`src/rtl/i2c_dac_target_pkg.sv`:
```
// Shared definitions for the MCP47FEB-style I2C DAC target: addresses,
// register/command codes, FSM encodings and the command-byte decoder.
package i2c_dac_target_pkg;

    localparam logic [6:0] DEFAULT_ADDRESS = 7'b110_0000;

    localparam logic [4:0] DAC0_REG = 5'd0;
    localparam logic [4:0] DAC1_REG = 5'd1;

    localparam logic [1:0] CMD_WRITE = 2'b00;
    localparam logic [1:0] CMD_READ  = 2'b11;

    typedef enum logic [3:0] {
        IDLE,
        ADDR,
        CMD,
        WR_HI,
        WR_LO,
        RD_HI,
        RD_LO,
        MACK,
        IGNORE
    } state_t;

    // Position inside a byte: data bits, 8th bit seen, or inside the ack slot.
    typedef enum logic [1:0] {
        PH_BITS,
        PH_PEND,
        PH_ACK
    } phase_t;

    // Command byte is {reg[4:0], c[1:0], x}; the caller passes bits [7:1].
    function automatic logic cmd_valid(input logic [6:0] cmd_hi);
        logic [4:0] reg_code;
        logic [1:0] c_code;
        reg_code = cmd_hi[6:2];
        c_code   = cmd_hi[1:0];
        return ((reg_code == DAC0_REG) || (reg_code == DAC1_REG)) &&
               ((c_code == CMD_WRITE) || (c_code == CMD_READ));
    endfunction

endpackage

```
`src/rtl/i2c_line_filter.sv`:
```
// Joint SCL/SDA conditioning: 2-FF synchronizer, stability filter and
// registered START/STOP/SCL-edge strobes, so both lines share one latency.
module i2c_line_filter #(
    parameter int FILTER_LEN = 3
) (
    input  logic clk,
    input  logic rst_n,
    input  logic scl_i,
    input  logic sda_i,
    output logic sda,
    output logic start,
    output logic stop,
    output logic scl_rise,
    output logic scl_fall
);

    localparam int CW = (FILTER_LEN > 1) ? $clog2(FILTER_LEN) : 1;

    logic [1:0]    sync1;
    logic [1:0]    sync2;
    logic [1:0]    filt;      // bit 0 = SCL, bit 1 = SDA
    logic [CW-1:0] cnt [2];
    logic          scl_q;
    logic          sda_q;

    // NOTE: the counter array is small state, not a RAM, so it is reset along
    // with the rest; everything resets to the idle-bus level (high).
    always_ff @(posedge clk or negedge rst_n) begin
        if (!rst_n) begin
            sync1 <= 2'b11;
            sync2 <= 2'b11;
            filt  <= 2'b11;
            for (int i = 0; i < 2; i++) cnt[i] <= '0;
        end else begin
            sync1 <= {sda_i, scl_i};
            sync2 <= sync1;
            for (int i = 0; i < 2; i++) begin
                if (sync2[i] == filt[i]) begin
                    cnt[i] <= '0;
                end else if (cnt[i] == CW'(FILTER_LEN - 1)) begin
                    filt[i] <= sync2[i];
                    cnt[i]  <= '0;
                end else begin
                    cnt[i] <= cnt[i] + CW'(1);
                end
            end
        end
    end

    always_ff @(posedge clk or negedge rst_n) begin
        if (!rst_n) begin
            scl_q    <= 1'b1;
            sda_q    <= 1'b1;
            start    <= 1'b0;
            stop     <= 1'b0;
            scl_rise <= 1'b0;
            scl_fall <= 1'b0;
        end else begin
            scl_q    <= filt[0];
            sda_q    <= filt[1];
            start    <= scl_q & filt[0] & sda_q & ~filt[1];
            stop     <= scl_q & filt[0] & ~sda_q & filt[1];
            scl_rise <= ~scl_q & filt[0];
            scl_fall <= scl_q & ~filt[0];
        end
    end

    // Delayed SDA lines up with the strobes: valid for sampling on scl_rise.
    assign sda = sda_q;

endmodule

```
`src/rtl/i2c_dac_target.sv`:
```
// I2C target emulating the MCP47FEB volatile DAC0/DAC1 registers: write
// framing with continuous mode, read-back via repeated START.
module i2c_dac_target
    import i2c_dac_target_pkg::*;
#(
    parameter logic [6:0]  ADDRESS     = DEFAULT_ADDRESS,
    parameter int          FILTER_LEN  = 3,
    parameter logic [11:0] RESET_VALUE = 12'h000
) (
    input  logic        clk,
    input  logic        rst_n,
    input  logic        scl_i,
    input  logic        sda_i,
    output logic        sda_o,
    output logic [11:0] dac0_value,
    output logic [11:0] dac1_value,
    output logic        update,
    output logic        update_ch,
    output logic        busy,
    output logic        cmd_error
);

    logic sda;
    logic start;
    logic stop;
    logic scl_rise;
    logic scl_fall;

    i2c_line_filter #(
        .FILTER_LEN (FILTER_LEN)
    ) u_line_filter (
        .clk      (clk),
        .rst_n    (rst_n),
        .scl_i    (scl_i),
        .sda_i    (sda_i),
        .sda      (sda),
        .start    (start),
        .stop     (stop),
        .scl_rise (scl_rise),
        .scl_fall (scl_fall)
    );

    state_t      state,   state_d;
    phase_t      phase,   phase_d;
    logic [2:0]  bit_cnt, bit_cnt_d;
    logic [6:0]  shift,   shift_d;    // first seven bits of the current byte
    logic [3:0]  hi_nib,  hi_d;
    logic        ptr,     ptr_d;      // 0 = DAC0, 1 = DAC1
    logic [11:0] snap,    snap_d;
    logic        from_hi, from_hi_d;
    logic        sda_d;
    logic        busy_d;
    logic        commit;
    logic        cmd_err_d;

    logic [7:0]  rx_byte;
    logic [7:0]  tx_byte;

    assign rx_byte = {shift, sda};
    assign tx_byte = (state == RD_HI) ? {4'b0000, snap[11:8]} : snap[7:0];

    // NOTE: every variable below gets a default before any branch, so no
    // path leaves one unassigned and no latch is inferred.
    always_comb begin
        state_d   = state;
        phase_d   = phase;
        bit_cnt_d = bit_cnt;
        shift_d   = shift;
        hi_d      = hi_nib;
        ptr_d     = ptr;
        snap_d    = snap;
        from_hi_d = from_hi;
        sda_d     = sda_o;
        busy_d    = busy;
        commit    = 1'b0;
        cmd_err_d = 1'b0;

        if (stop) begin
            state_d   = IDLE;
            phase_d   = PH_BITS;
            bit_cnt_d = '0;
            sda_d     = 1'b1;
            busy_d    = 1'b0;
        end else if (start) begin
            state_d   = ADDR;
            phase_d   = PH_BITS;
            bit_cnt_d = '0;
            sda_d     = 1'b1;
        end else begin
            case (state)
                ADDR, CMD, WR_HI, WR_LO: begin
                    if (phase == PH_BITS && scl_rise) begin
                        shift_d   = rx_byte[6:0];
                        bit_cnt_d = bit_cnt + 3'd1;
                        if (bit_cnt == 3'd7) begin
                            phase_d = PH_PEND;
                            case (state)
                                ADDR: begin
                                    if (rx_byte[7:1] == ADDRESS) begin
                                        busy_d = 1'b1;
                                    end else begin
                                        state_d = IGNORE;
                                        phase_d = PH_BITS;
                                        busy_d  = 1'b0;
                                    end
                                end
                                CMD: begin
                                    if (cmd_valid(rx_byte[7:1])) begin
                                        ptr_d = rx_byte[3];
                                    end else begin
                                        state_d   = IGNORE;
                                        phase_d   = PH_BITS;
                                        cmd_err_d = 1'b1;
                                    end
                                end
                                WR_HI:   hi_d   = rx_byte[3:0];
                                default: commit = 1'b1;
                            endcase
                        end
                    end else if (phase == PH_PEND && scl_fall) begin
                        phase_d = PH_ACK;
                        sda_d   = 1'b0;
                    end else if (phase == PH_ACK && scl_fall) begin
                        phase_d = PH_BITS;
                        sda_d   = 1'b1;
                        case (state)
                            ADDR: begin
                                if (shift[0]) begin
                                    state_d = RD_HI;
                                    snap_d  = ptr ? dac1_value : dac0_value;
                                    sda_d   = 1'b0;   // MSB of {4'b0000, reg[11:8]}
                                end else begin
                                    state_d = CMD;
                                end
                            end
                            CMD:     state_d = (shift[2:1] == CMD_WRITE) ? WR_HI : IGNORE;
                            WR_HI:   state_d = WR_LO;
                            default: state_d = CMD;
                        endcase
                    end
                end
                RD_HI, RD_LO: begin
                    if (phase == PH_BITS && scl_rise) begin
                        bit_cnt_d = bit_cnt + 3'd1;
                        if (bit_cnt == 3'd7) phase_d = PH_PEND;
                    end else if (phase == PH_BITS && scl_fall) begin
                        sda_d = tx_byte[~bit_cnt];
                    end else if (phase == PH_PEND && scl_fall) begin
                        state_d   = MACK;
                        phase_d   = PH_BITS;
                        sda_d     = 1'b1;
                        from_hi_d = (state == RD_HI);
                    end
                end
                MACK: begin
                    if (phase == PH_BITS && scl_rise) begin
                        if (sda) state_d = IGNORE;
                        else     phase_d = PH_PEND;
                    end else if (phase == PH_PEND && scl_fall) begin
                        phase_d = PH_BITS;
                        if (from_hi) begin
                            state_d = RD_LO;
                            sda_d   = snap[7];
                        end else begin
                            state_d = RD_HI;
                            snap_d  = ptr ? dac1_value : dac0_value;
                            sda_d   = 1'b0;
                        end
                    end
                end
                IDLE, IGNORE: sda_d = 1'b1;
                default: begin
                    state_d = IDLE;
                    sda_d   = 1'b1;
                end
            endcase
        end
    end

    // NOTE: sequential state uses non-blocking assignments only, so every
    // register samples the pre-edge values computed above.
    always_ff @(posedge clk or negedge rst_n) begin
        if (!rst_n) begin
            state     <= IDLE;
            phase     <= PH_BITS;
            bit_cnt   <= '0;
            shift     <= '0;
            hi_nib    <= '0;
            ptr       <= 1'b0;
            snap      <= '0;
            from_hi   <= 1'b0;
            sda_o     <= 1'b1;
            busy      <= 1'b0;
            cmd_error <= 1'b0;
        end else begin
            state     <= state_d;
            phase     <= phase_d;
            bit_cnt   <= bit_cnt_d;
            shift     <= shift_d;
            hi_nib    <= hi_d;
            ptr       <= ptr_d;
            snap      <= snap_d;
            from_hi   <= from_hi_d;
            sda_o     <= sda_d;
            busy      <= busy_d;
            cmd_error <= cmd_err_d;
        end
    end

    // Commit happens only on the completed low byte, so aborts never tear a value.
    always_ff @(posedge clk or negedge rst_n) begin
        if (!rst_n) begin
            dac0_value <= RESET_VALUE;
            dac1_value <= RESET_VALUE;
            update     <= 1'b0;
            update_ch  <= 1'b0;
        end else begin
            update <= commit;
            if (commit) begin
                if (ptr) dac1_value <= {hi_nib, rx_byte};
                else     dac0_value <= {hi_nib, rx_byte};
                update_ch <= ptr;
            end
        end
    end

endmodule

```
`config.mk`:
```
export PLATFORM = sky130hd
export DESIGN_NAME = i2c_dac_target
export DESIGN_NICKNAME = d
export VERILOG_FILES = /design/src/rtl/i2c_dac_target_pkg.sv /design/src/rtl/i2c_line_filter.sv /design/src/rtl/i2c_dac_target.sv
export SDC_FILE = /design/constraint.sdc
export NUM_CORES = 1
export LEC_CHECK = 0
export BUFFER_PORTS_ARGS = -buffer_cell sky130_fd_sc_hd__buf_2
export CAP_MARGIN = 0
export CELL_PAD_IN_SITES_DETAIL_PLACEMENT = 0
export CELL_PAD_IN_SITES_GLOBAL_PLACEMENT = 1
export CORE_ASPECT_RATIO = 1.2
export CORE_UTILIZATION = 30
export DETAILED_ROUTE_END_ITERATION = 12
export GPL_TIMING_DRIVEN = 0
export PLACE_DENSITY = 0.61
export SLEW_MARGIN = 10
export SYNTH_ARGS = -nofsm -noshare
export SYNTH_HDL_FRONTEND = slang
export SYNTH_SLANG_ARGS = --single-unit
export TNS_END_PERCENT = 30
```
`constraint.sdc`:
```
create_clock -name clk -period 3.2 [get_ports clk]
set_input_delay 0.16 -clock clk [delete_from_list [all_inputs] [get_ports clk]]
set_output_delay 0.16 -clock clk [all_outputs]
set_load 0.02 [all_outputs]
```
==> flow_summary_export.csv <==
group,metric,value,unit
clock_tree,path_clk_slew,60,ps
synthesis,yosysTopAreaCellShare,45.4,%
timing,finalHoldViolations,0,
synthesis,synth-main-ff-cell,"dfrtp_1",
floorplan,fp.coreArea,12600,um^2
status,status,"complete, but fails checks",
place,port_buffers,32,
critical_path,cp_data_arrival_time,2770,ps
route,antenna_left,0,
grt,antenna_found_initial,0,
synthesis,synth-async-reset-ratio,100,%
timing,skew,5.20,ps
status,failed_checks,"design-rule violations",
floorplan,fp.dieW,105,um
synthesis,syn_area,3860,um^2
final_layout,nets,387,
final_layout,drive_gt1_share,29.4,%
job,cap_violations,0,
final_layout,diodes,0,
synthesis,synth.most_common_cell,"dfrtp_1",
critical_path,worstSetupStartpoint,"shift[0]$_DFFE_PN0P_",
floorplan,rows,45,
synthesis,netlist_top_cells_area,"dfrtp_1 45%, mux2_2 7.9%, dfstp_2 6.1%, mux2i_1 5.2%, nand2_1 3.3%",
synthesis,synth.distinct_cells,64,
grt,grt.total_usage,15.4,%
timing,rsz0062_at_grt,"false",
timing,hold_ws,324,ps
synthesis,netlist_instances,333,
critical_path,slowest_stage,"dfrtp_1",
place,dpl_worst_slack,641,ps
synthesis,synth_seq_cells,79,
critical_path,crit_path_end,"state[2]$_DFFE_PN0P_",
clock_tree,clock_latency,330,ps
clock_tree,htreeDepth,3,
synthesis,synth-edff-count,0,
route,routed_wl,9.43,mm
synthesis,syn_nets,340,
timing,final-setup-viol-count,0,
final_layout,fin_util,36.2,%
synthesis,synth_seq_area_share,51.6,%
grt,globalRoute.busiestLayer,"met2",
route,first_pass_iters,8,
synthesis,yosysTopAreaCell,"dfrtp_1",
place,gp_congestion,0.839,
critical_path,r2r-start,"shift[0]$_DFFE_PN0P_",
hold_path,hold_class,"input pin to async pin",
timing,max_freq,392,MHz
route,drc,3,
clock_tree,cts_tree,"yes",
critical_path,crit_path_end_kind,"flip-flop",
grt,overflow,0,
timing,period_share,79.7,%
place,dp_hpwl,6.71,mm
clock_tree,cts.sinks,79,
route,vias,2818,
timing,slew_violations,0,
synthesis,syn_area_per_cell,11.6,um^2
critical_path,cp_max_fo,6,
timing,fin_setup_tns,0,ps
timing,setup_ws,650,ps
critical_path,worst_setup_path_start_kind,"flip-flop",
synthesis,yosys_warnings,0,
grt,gr-usage-met3,2.74,%
timing,fin_crit,2550,ps
critical_path,worstPathBufferInverterCount,1,
floorplan,fp.dieArea,13300,um^2
floorplan,dieHeight,126,um
power_and_ir_drop,totalPowerFinal,2.69,mW
power_and_ir_drop,p_leak,2.04,nW
route,drt-initial-drc-count,124,
critical_path,r2r_cells,7,
clock_tree,cts_made_buffers,9,
critical_path,critical_path.top_delay_family,"simple AND/OR/NAND/NOR gates",
route,wl_per_cell,17.2,um
clock_tree,cts.path.max_buffers,2,
timing,worst_pin_slew,776,ps
final_layout,area_growth,18.3,%
critical_path,crit_type,"flip-flop to flip-flop",
floorplan,ioPinCount,33,
route,via_per_inst,5.13,
grt,grt_pass1_vias,2872,
timing,slew-limit-headroom,48.3,%
grt,grt_max_degree,49,
power_and_ir_drop,vdd_drop_max,0.352,mV
critical_path,cp_cell_sequence,"inv_1, ha_1, or4_4, or3_4, a21oi_4, o31ai_4, mux2_4",
grt,grtUsageMet1,20.1,%
grt,use_met2,24.3,%
critical_path,regToRegSetupSlack,650,ps
critical_path,worst_ep_required_time,3420,ps
critical_path,rr_endpoint,"state[2]$_DFFE_PN0P_",
floorplan,initial_utilization,30.6,%
critical_path,cpPeakStageDelay,460,ps
clock_tree,root_buffer,"clkbuf_16",
synthesis,synth_common_cells,"70 x dfrtp_1, 34 x nand2_1, 27 x mux2_2",
grt,grt_pass1_wl,15.6,mm
critical_path,path_depth,7,
power_and_ir_drop,power_density,590,nW/um^2
-- worst register-to-register path: cells and delay by family (launching register included) --
family | cells | cell delay [ps]
simple gates | 2 | 820
flops | 1 | 460
mux | 1 | 330
compound gates | 2 | 290
fa+ha+maj | 1 | 280
buf+inv | 1 | 270
-- sequential cells by signal (all words and copies together) (netlist names), 2 cells and up --
name / flops
u_line_filter.sync2: 2
bit_cnt: 3
u_line_filter.cnt: 4
hi_nib: 4
dac0_value: 12
snap: 12
u_line_filter.filt: 2
u_line_filter.sync1: 2
dac1_value: 12
phase: 2
state: 4
shift: 7
-- power by group --
part / internal (mW) / switching (mW)
combinational: 0.210 / 0.291
clock: 0.533 / 0.431
sequential: 1.11 / 0.119
-- routing by layer --
layer  vias up  wire (um)
met4         0        227
met1      1405       4420
li1       1314          -
met3        28        298
met2        71       4480
met5         -          0
-- worst min-delay path by stage --
stage,start,end,slack [ps],cells past startpoint
final,rst_n,dac0_value[0]$_DFFE_PN0P_,320,2
after global routing,rst_n,dac0_value[0]$_DFFE_PN0P_,360,2
after floorplan,rst_n,bit_cnt[0]$_DFFE_PN0P_,-140,0
after CTS,rst_n,dac0_value[0]$_DFFE_PN0P_,330,2
after detailed placement,rst_n,dac0_value[0]$_DFFE_PN0P_,150,1
after global placement,sda_i,u_line_filter.sync1[1]$_DFF_PN1_,270,1
-- cell families after synthesis --
| family | share of synthesized area, % |
|---|---|
| AND/OR/NAND/NOR | 16.0 |
| adder cells (fa/ha/maj) | 0.973 |
| multiplexers | 17.9 |
| AO/OA/AOI/OAI | 9.90 |
| buffers and inverters | 2.76 |
| XOR/XNOR | 0.909 |
| flip-flops | 51.6 |
-- stage by stage --
step | area, um^2 | cells
6_report | 4560 | 549
3_5_place_dp | 4250 | 530
4_1_cts | 4560 | 549
2_1_floorplan | 3860 | 333
3_3_place_gp | 4220 | 529
5_1_grt | 4560 | 549
-- cells in the final DEF (no fill, tap or decap), drive strengths merged, types with 3 or more instances in the layout --
master,count
clkbuf,15
dfstp,9
nand2,36
dlygate4sd3,3
buf,43
nand3,4
ha,3
nand4b,3
o22ai,5
nor2b,6
nor3b,6
inv,10
nand3b,4
mux2i,20
nor2,15
nor3,9
o21ai,24
o211ai,4
nor4b,3
or3,5
dfrtp,70
a21oi,10
mux2,39
-- timing repair --
| action | in CTS | in global routing |
|---|---|---|
| setup buffers | 0 | 0 |
| hold endpoints to repair | 32 | 0 |
| resized for setup | 0 | 0 |
| hold buffers | 3 | 0 |
-- final cells by class --
class,count,area (um^2)
buffer,16,80.1
clock buffer,9,225
clock inverter,7,53.8
fill,1306,8050
inverter,7,26.3
multi-input combinational,231,1760
sequential,79,1990
tap,164,205
timing repair buffer,36,220
Power figures use the tool's default switching activity.
